**src/rtl/mcoi_diag_scheduler_pkg.sv**
```systemverilog
// Shared types and constants for the board-diagnostics I2C scheduler.
// Holds the FSM state encoding, default device addresses, register pointers
// and read lengths, plus small helpers used by the scheduler datapath.
package mcoi_diag_scheduler_pkg;

   typedef enum logic [2:0] {
      S_ID_REQ    = 3'd0,
      S_ID_WAIT   = 3'd1,
      S_IDLE      = 3'd2,
      S_TEMP_REQ  = 3'd3,
      S_TEMP_WAIT = 3'd4,
      S_PWR_REQ   = 3'd5,
      S_PWR_WAIT  = 3'd6
   } diag_state_t;

   localparam logic [6:0] DEF_TEMP_ADDR  = 7'h48;
   localparam logic [6:0] DEF_POWER_ADDR = 7'h40;
   localparam logic [6:0] DEF_ID_ADDR    = 7'h50;

   localparam logic [7:0] REG_ID   = 8'h00;
   localparam logic [7:0] REG_TEMP = 8'h00;
   localparam logic [7:0] REG_PWR  = 8'h02;

   localparam logic [3:0] LEN_ID   = 4'd8;
   localparam logic [3:0] LEN_TEMP = 4'd2;
   localparam logic [3:0] LEN_PWR  = 4'd2;

   // Saturating increment for the 8-bit error counter.
   function automatic logic [7:0] sat_inc8(input logic [7:0] v);
      logic [7:0] r;
      if (v == 8'hFF) begin
         r = v;
      end else begin
         r = v + 8'd1;
      end
      return r;
   endfunction

   // True for the states in which a transaction is in flight on the bus.
   function automatic logic is_wait(input diag_state_t s);
      logic r;
      case (s)
         S_ID_WAIT, S_TEMP_WAIT, S_PWR_WAIT: r = 1'b1;
         default:                            r = 1'b0;
      endcase
      return r;
   endfunction

endpackage

```
**src/rtl/mcoi_diag_tick.sv**
```systemverilog
// Poll-period generator: a free-running 0..POLL_PERIOD-1 counter whose wrap
// sets a pending flag. Further wraps while pending collapse into the same
// request; the scheduler clears the flag when it starts a poll round. A wrap
// coinciding with a clear wins, so that period is not lost.
module mcoi_diag_tick
   import mcoi_diag_scheduler_pkg::*;
#(
   parameter int unsigned POLL_PERIOD = 10000000
) (
   input  logic clk,
   input  logic rstn,
   input  logic clear_i,
   output logic pending_o
);

   localparam int unsigned CW = (POLL_PERIOD > 1) ? $clog2(POLL_PERIOD) : 1;
   localparam logic [CW-1:0] LAST = CW'(POLL_PERIOD - 1);

   logic [CW-1:0] cnt_q, cnt_d;
   logic          pending_q, pending_d;
   logic          wrap_s;

   // Next-state for the period counter and the collapsing pending flag.
   always_comb begin
      wrap_s    = (cnt_q == LAST);
      cnt_d     = cnt_q;
      pending_d = pending_q;
      if (wrap_s) begin
         cnt_d = '0;
      end else begin
         cnt_d = cnt_q + {{(CW-1){1'b0}}, 1'b1};
      end
      if (wrap_s) begin
         pending_d = 1'b1;
      end else if (clear_i) begin
         pending_d = 1'b0;
      end else begin
         pending_d = pending_q;
      end
   end

   // Counter and pending flag registers.
   always_ff @(posedge clk or negedge rstn) begin
      if (!rstn) begin
         cnt_q     <= '0;
         pending_q <= 1'b0;
      end else begin
         cnt_q     <= cnt_d;
         pending_q <= pending_d;
      end
   end

   assign pending_o = pending_q;

endmodule

```
**src/rtl/mcoi_diag_scheduler.sv**
```systemverilog
// Diagnostics I2C scheduler: reads the unique-ID EEPROM once after reset
// (with bounded retries), then polls temperature and power on every period
// tick through a byte-level I2C master command/response handshake.
// All outputs are registered.
// Optional build macro: MCOI_DIAG_TIMEOUT_EN adds a per-transaction watchdog
// that turns a stuck transaction into a NACK after TIMEOUT_CYCLES cycles.
module mcoi_diag_scheduler
   import mcoi_diag_scheduler_pkg::*;
#(
   parameter int unsigned POLL_PERIOD    = 10000000,
   parameter logic [6:0]  TEMP_ADDR      = DEF_TEMP_ADDR,
   parameter logic [6:0]  POWER_ADDR     = DEF_POWER_ADDR,
   parameter logic [6:0]  ID_ADDR        = DEF_ID_ADDR,
   parameter int unsigned ID_RETRIES     = 3,
   parameter int unsigned TIMEOUT_CYCLES = 1000000
) (
   input  logic        clk,
   input  logic        rstn,
   output logic        cmd_valid_o,
   input  logic        cmd_ready_i,
   output logic [6:0]  cmd_addr_o,
   output logic [7:0]  cmd_reg_o,
   output logic [3:0]  cmd_len_o,
   input  logic [7:0]  rd_data_i,
   input  logic        rd_valid_i,
   input  logic        done_i,
   input  logic        nack_i,
   output logic [15:0] temp_o,
   output logic [15:0] power_o,
   output logic [63:0] id_o,
   output logic        temp_valid_o,
   output logic        power_valid_o,
   output logic        id_valid_o,
   output logic [7:0]  err_cnt_o,
   output logic        busy_o
);

   diag_state_t state_q, state_d;
   logic        cmd_valid_q, cmd_valid_d;
   logic [6:0]  cmd_addr_q, cmd_addr_d;
   logic [7:0]  cmd_reg_q, cmd_reg_d;
   logic [3:0]  cmd_len_q, cmd_len_d;
   logic [63:0] shadow_q, shadow_d;
   logic [3:0]  bcnt_q, bcnt_d;
   logic [3:0]  retry_q, retry_d;
   logic [7:0]  err_q, err_d;
   logic [15:0] temp_q, temp_d;
   logic [15:0] power_q, power_d;
   logic [63:0] id_q, id_d;
   logic        temp_vld_q, temp_vld_d;
   logic        power_vld_q, power_vld_d;
   logic        id_vld_q, id_vld_d;
   logic        busy_q, busy_d;

   logic        hs_s;
   logic        ok_s;
   logic        fail_s;
   logic        timeout_s;
   logic        pending_s;
   logic        pend_clr_s;

   mcoi_diag_tick #(
      .POLL_PERIOD (POLL_PERIOD)
   ) u_tick (
      .clk       (clk),
      .rstn      (rstn),
      .clear_i   (pend_clr_s),
      .pending_o (pending_s)
   );

`ifdef MCOI_DIAG_TIMEOUT_EN
   logic [31:0] wd_q, wd_d;

   // Watchdog: counts cycles spent waiting; restarts whenever a wait ends.
   always_comb begin
      timeout_s = is_wait(state_q) && (wd_q == 32'(TIMEOUT_CYCLES - 1));
      if (is_wait(state_q) && !timeout_s && !done_i) begin
         wd_d = wd_q + 32'd1;
      end else begin
         wd_d = 32'd0;
      end
   end

   // Watchdog counter register.
   always_ff @(posedge clk or negedge rstn) begin
      if (!rstn) begin
         wd_q <= 32'd0;
      end else begin
         wd_q <= wd_d;
      end
   end
`else
   logic [31:0] timeout_unused_s;
   assign timeout_unused_s = 32'(TIMEOUT_CYCLES);
   assign timeout_s        = 1'b0;
`endif

   // A real done_i takes precedence over a coincident watchdog expiry.
   assign hs_s   = cmd_valid_q & cmd_ready_i;
   assign ok_s   = done_i & ~nack_i;
   assign fail_s = done_i ? nack_i : timeout_s;

   // Next-state, shadow capture, result commit and command decode.
   always_comb begin
      state_d     = state_q;
      retry_d     = retry_q;
      err_d       = err_q;
      temp_d      = temp_q;
      power_d     = power_q;
      id_d        = id_q;
      temp_vld_d  = temp_vld_q;
      power_vld_d = power_vld_q;
      id_vld_d    = id_vld_q;
      pend_clr_s  = 1'b0;
      cmd_valid_d = 1'b0;
      cmd_addr_d  = cmd_addr_q;
      cmd_reg_d   = cmd_reg_q;
      cmd_len_d   = cmd_len_q;

      // Bytes shift in MSB first; anything past the requested length is
      // dropped. A byte strobed together with done_i is part of the commit.
      if (is_wait(state_q) && rd_valid_i && (bcnt_q < cmd_len_q)) begin
         shadow_d = {shadow_q[55:0], rd_data_i};
         bcnt_d   = bcnt_q + 4'd1;
      end else begin
         shadow_d = shadow_q;
         bcnt_d   = bcnt_q;
      end

      case (state_q)
         S_ID_REQ: begin
            if (hs_s) begin
               state_d  = S_ID_WAIT;
               shadow_d = 64'd0;
               bcnt_d   = 4'd0;
            end else begin
               state_d = S_ID_REQ;
            end
         end
         S_ID_WAIT: begin
            if (ok_s) begin
               id_d     = shadow_d;
               id_vld_d = 1'b1;
               state_d  = S_IDLE;
            end else if (fail_s) begin
               err_d = sat_inc8(err_q);
               if (retry_q < 4'(ID_RETRIES)) begin
                  retry_d = retry_q + 4'd1;
                  state_d = S_ID_REQ;
               end else begin
                  state_d = S_IDLE;
               end
            end else begin
               state_d = S_ID_WAIT;
            end
         end
         S_IDLE: begin
            if (pending_s) begin
               pend_clr_s = 1'b1;
               state_d    = S_TEMP_REQ;
            end else begin
               state_d = S_IDLE;
            end
         end
         S_TEMP_REQ: begin
            if (hs_s) begin
               state_d  = S_TEMP_WAIT;
               shadow_d = 64'd0;
               bcnt_d   = 4'd0;
            end else begin
               state_d = S_TEMP_REQ;
            end
         end
         S_TEMP_WAIT: begin
            if (ok_s) begin
               temp_d     = shadow_d[15:0];
               temp_vld_d = 1'b1;
               state_d    = S_PWR_REQ;
            end else if (fail_s) begin
               err_d   = sat_inc8(err_q);
               state_d = S_PWR_REQ;
            end else begin
               state_d = S_TEMP_WAIT;
            end
         end
         S_PWR_REQ: begin
            if (hs_s) begin
               state_d  = S_PWR_WAIT;
               shadow_d = 64'd0;
               bcnt_d   = 4'd0;
            end else begin
               state_d = S_PWR_REQ;
            end
         end
         S_PWR_WAIT: begin
            if (ok_s) begin
               power_d     = shadow_d[15:0];
               power_vld_d = 1'b1;
               state_d     = S_IDLE;
            end else if (fail_s) begin
               err_d   = sat_inc8(err_q);
               state_d = S_IDLE;
            end else begin
               state_d = S_PWR_WAIT;
            end
         end
         default: begin
            state_d = S_IDLE;
         end
      endcase

      // Command fields are registered from the state being entered, so they
      // hold steady for as long as the request waits for cmd_ready_i.
      case (state_d)
         S_ID_REQ: begin
            cmd_valid_d = 1'b1;
            cmd_addr_d  = ID_ADDR;
            cmd_reg_d   = REG_ID;
            cmd_len_d   = LEN_ID;
         end
         S_TEMP_REQ: begin
            cmd_valid_d = 1'b1;
            cmd_addr_d  = TEMP_ADDR;
            cmd_reg_d   = REG_TEMP;
            cmd_len_d   = LEN_TEMP;
         end
         S_PWR_REQ: begin
            cmd_valid_d = 1'b1;
            cmd_addr_d  = POWER_ADDR;
            cmd_reg_d   = REG_PWR;
            cmd_len_d   = LEN_PWR;
         end
         default: begin
            cmd_valid_d = 1'b0;
         end
      endcase

      busy_d = is_wait(state_d);
   end

   // State, command, shadow and result registers.
   always_ff @(posedge clk or negedge rstn) begin
      if (!rstn) begin
         state_q     <= S_ID_REQ;
         cmd_valid_q <= 1'b0;
         cmd_addr_q  <= 7'd0;
         cmd_reg_q   <= 8'd0;
         cmd_len_q   <= 4'd0;
         shadow_q    <= 64'd0;
         bcnt_q      <= 4'd0;
         retry_q     <= 4'd0;
         err_q       <= 8'd0;
         temp_q      <= 16'd0;
         power_q     <= 16'd0;
         id_q        <= 64'd0;
         temp_vld_q  <= 1'b0;
         power_vld_q <= 1'b0;
         id_vld_q    <= 1'b0;
         busy_q      <= 1'b0;
      end else begin
         state_q     <= state_d;
         cmd_valid_q <= cmd_valid_d;
         cmd_addr_q  <= cmd_addr_d;
         cmd_reg_q   <= cmd_reg_d;
         cmd_len_q   <= cmd_len_d;
         shadow_q    <= shadow_d;
         bcnt_q      <= bcnt_d;
         retry_q     <= retry_d;
         err_q       <= err_d;
         temp_q      <= temp_d;
         power_q     <= power_d;
         id_q        <= id_d;
         temp_vld_q  <= temp_vld_d;
         power_vld_q <= power_vld_d;
         id_vld_q    <= id_vld_d;
         busy_q      <= busy_d;
      end
   end

   assign cmd_valid_o   = cmd_valid_q;
   assign cmd_addr_o    = cmd_addr_q;
   assign cmd_reg_o     = cmd_reg_q;
   assign cmd_len_o     = cmd_len_q;
   assign temp_o        = temp_q;
   assign power_o       = power_q;
   assign id_o          = id_q;
   assign temp_valid_o  = temp_vld_q;
   assign power_valid_o = power_vld_q;
   assign id_valid_o    = id_vld_q;
   assign err_cnt_o     = err_q;
   assign busy_o        = busy_q;

endmodule

```
**config.mk**
```make
export PLATFORM = sky130hd
export DESIGN_NAME = mcoi_diag_scheduler
export DESIGN_NICKNAME = d
export VERILOG_FILES = /design/src/rtl/mcoi_diag_scheduler_pkg.sv /design/src/rtl/mcoi_diag_tick.sv /design/src/rtl/mcoi_diag_scheduler.sv
export SDC_FILE = /design/constraint.sdc
export NUM_CORES = 1
export LEC_CHECK = 0
export BUFFER_PORTS_ARGS = -buffer_cell sky130_fd_sc_hd__buf_2
export CORE_MARGIN = 10
export CORE_UTILIZATION = 40
export CTS_BUF_LIST = sky130_fd_sc_hd__clkbuf_4 sky130_fd_sc_hd__clkbuf_8
export DETAILED_ROUTE_END_ITERATION = 10
export PLACE_DENSITY = 0.72
export SLEW_MARGIN = 20
export SYNTH_ARGS = -nofsm -noshare
export SYNTH_HDL_FRONTEND = slang
export SYNTH_SLANG_ARGS = --single-unit
```
**constraint.sdc**
```tcl
create_clock -name clk -period 1.76 [get_ports clk]
set_input_delay 0.176 -clock clk [delete_from_list [all_inputs] [get_ports clk]]
set_output_delay 0.176 -clock clk [all_outputs]
set_load 0.01 [all_outputs]
```
==> flow_metrics.tcl <==
set metrics [dict create \
    die_y_um 167 \
    start_util_pct 40.9 \
    fillers 1841 \
    hold_path_class "in -> reg" \
    ys_seq_elements 214 \
    status "finished with violations" \
    synthToLayoutAreaGrowth_pct 31.8 \
    die-area_um2 27900 \
    place_ws_ns -0.0324 \
    clk_latency_ns 0.53 \
    power_density_nw_per_um2 1650 \
    synth_warnings 0 \
    drive_above_1_share_pct 31.3 \
    synth_area_leaders "dfrtp_1 62%, a31oi_1 6.9%, nand2_1 6.2%, nor2_1 5.0%, a21oi_1 4.3%" \
    avgViaCountPerCell 5.28 \
    core_um2 21200 \
    wl_mm 23.9 \
    htree_levels 2 \
    syn_avg_cell_area_um2 10.1 \
    cts_tree "built" \
    swShare_pct 35.8 \
    clockRootBuffer "clkbuf_8" \
    ioPinCount 142 \
    yosysSeqAreaShare_pct 61.9 \
    placement.io_buffers 128 \
    synth_common_cells "214 x dfrtp_1, 142 x nand2_1, 114 x nor2_1" \
    post-route-min-period_ns 1.80 \
    grt_use_total_pct 15.6 \
    grt_max_degree 66 \
    seqPwrFrac_pct 40.0 \
    num_antenna_cells 0 \
    p_sw_mw 6.72 \
    synth_edf_count 0 \
    dr.pass1.iters 5 \
    drt_iter0_drc 531 \
    vias 7116 \
    cts_buffer_depth 3 \
    path_clk_slew_ns 0.06 \
    cp_data_required_time_ns 2.19 \
    dieWidth_um 167 \
    ant_nets 0 \
    total_power_mw 18.8 \
    overflow 0 \
    syn_inst 854 \
    grt_pass1_wl_mm 37.0 \
    final_util_pct 53.8 \
    worstSetupPathType "reg -> reg" \
    cts_buffers 36 \
    comb_power_share_pct 34.5 \
    setup_viol 1 \
    grt_pass1_vias 7249 \
    hpwl_mm 15.2 \
    antenna_found_initial 0 \
    ys_async_sr_fraction_pct 100 \
    drc 0 \
    peakVddDrop_mv 0.893 \
    nets 1066 \
    timing.fmax_ghz 0.554 \
    synth_top_area_cell "dfrtp_1" \
    synth_cell_types 47 \
    start_kind "register" \
    endpoint_kind "register" \
    fin_ws_ns -0.0442 \
    violations "negative setup slack" \
    p_clk_share_pct 25.5 \
    leakagePower_nw 5.31 \
    gp_congestion 0.864 \
    syn_area_um2 8640 \
    clock-sinks 214 \
    final-hold-violation-count 0 \
    worst_ep_arrival_time_ns 2.23 \
    cap_violations 0 \
    finClkSkew_ns 0.0160 \
    rsz0062_at_grt "yes" \
    synth_most_common_cell "dfrtp_1" \
    period_share_pct 103 \
    synth_ff_type "dfrtp_1" \
    drv_slew 0 \
    worst-path-max-fanout 8 \
    synth_top_area_share_pct 61.9 \
    p_int_mw 12.1 \
    num_rows 53 \
    wl_per_cell_um 17.7 \
]
cells by family (layout without fill, tap and decap cells):
group	count (synthesis)	count (layout)	share of synthesized area [%]
and+or+nand+nor	334	334	16.8
muxes	3	3	0.362
xor gates and xnor gates	26	26	2.63
AOI/OAI and AO/OA	197	197	13.4
buffers and inverters	74	281	4.11
adders and majority gates	5	5	0.724
DFF	214	214	61.9
other	1	13	0.0434
layout make-up:
type / count / area (um2) / share of cell area [%]
flip-flops and latches: 214 / 5360 / 47.0
multi-input cells: 578 / 3270 / 28.7
repair buffers: 207 / 1580 / 13.9
clock buffers: 59 / 737 / 6.47
well taps: 275 / 344 / 3.02
clock inverters: 5 / 62.6 / 0.549
inverters: 10 / 37.5 / 0.330
power groups by stage:
| stage | clock network, mW | logic, mW | registers [mW] |
|---|---|---|---|
| floorplan | 0 | 2.68 | 7.85 |
| CTS | 4.92 | 5.85 | 7.50 |
| global placement | 0 | 5.67 | 7.51 |
| finish | 4.80 | 6.49 | 7.51 |
| global route | 5.16 | 7.14 | 7.70 |
| detailed placement | 0 | 5.82 | 7.55 |
placed cells by master (no fill, tap or decap), drive strengths merged, types with 3 or more instances in the layout:
cell         instances
ha                   5
nor3                 6
inv                 12
o31ai                3
nor2b                3
and2                 5
nor2               114
nor3b                5
xnor2               13
clkbuf              65
or2                  3
dfrtp              214
xor2                13
or3                  6
o21ai               12
or4                  3
nand4                7
buf                192
nor4                 5
conb                13
nand2              142
and3                 9
nand3               18
a31oi               96
dlygate4sd3          9
a21oi               76
metal layers:
| metal | track usage, % | share of wire [%] | up-vias | wire [um] |
|---|---|---|---|---|
| met5 | 0 | 0 | - | 0 |
| met4 | 5.15 | 1.8 | 0 | 429 |
| met3 | 4.02 | 6.2 | 37 | 1480 |
| met2 | 25.2 | 50 | 209 | 11800 |
| met1 | 19.8 | 42 | 3540 | 10100 |
| li1 | - | - | 3330 | - |
sequential cells by signal, indices dropped and copies added, names as in the netlist, 3 cells and up:
signal / flops
retry_q: 4
u_tick.cnt_q: 24
bcnt_q: 4
id_o: 64
temp_o: 16
err_cnt_o: 8
power_o: 16
shadow_q: 64
state_q: 3
cmd_addr_o: 3
final timing paths:
kind                                 end  slack [ns]       start  depth (start not counted)
max reg2reg                 shadow_q[31]       -0.04  state_q[0]                          7
max in group asynchronous   shadow_q[42]        0.94        rstn                          3
min reg2reg                   retry_q[3]        0.40  retry_q[3]                          0
min                           retry_q[0]        0.04      done_i                          3
min in group asynchronous  power_valid_o        0.14        rstn                          2
max                         shadow_q[31]       -0.04  state_q[0]                          7
repair_timing:
item | in CTS | in global routing
hold buffers | 9 | 0
setup buffers | 2 | 8
endpoints found under the setup margin | 14 | 189
cloned | 0 | 8
pin swaps | 0 | 55
hold endpoints to repair | 237 | 0
gates resized for setup | 2 | 73
metrics by stage:
step	setup TNS (ns)	hold WS, ns	instance area [um2]	std cells
floorplan	-0.0116	-0.120	8700	866
global placement	0	0.139	9970	1257
detailed placement	-0.0500	0.143	9970	1257
CTS	-0.0636	0.0228	10900	1332
global route	-2.20	0.0519	11400	1348
finish	-0.0442	0.0387	11400	1348
worst max-delay path, stage by stage, from the launching register on:
cell and delay [ns]:
dfrtp_2 0.45, nor3b_4 0.18, buf_4 0.15, o221ai_4 0.28, buf_12 0.20, clkbuf_16 0.17
nand2_2 0.09, a21oi_1 0.19
(Power assumes the default switching activity.)
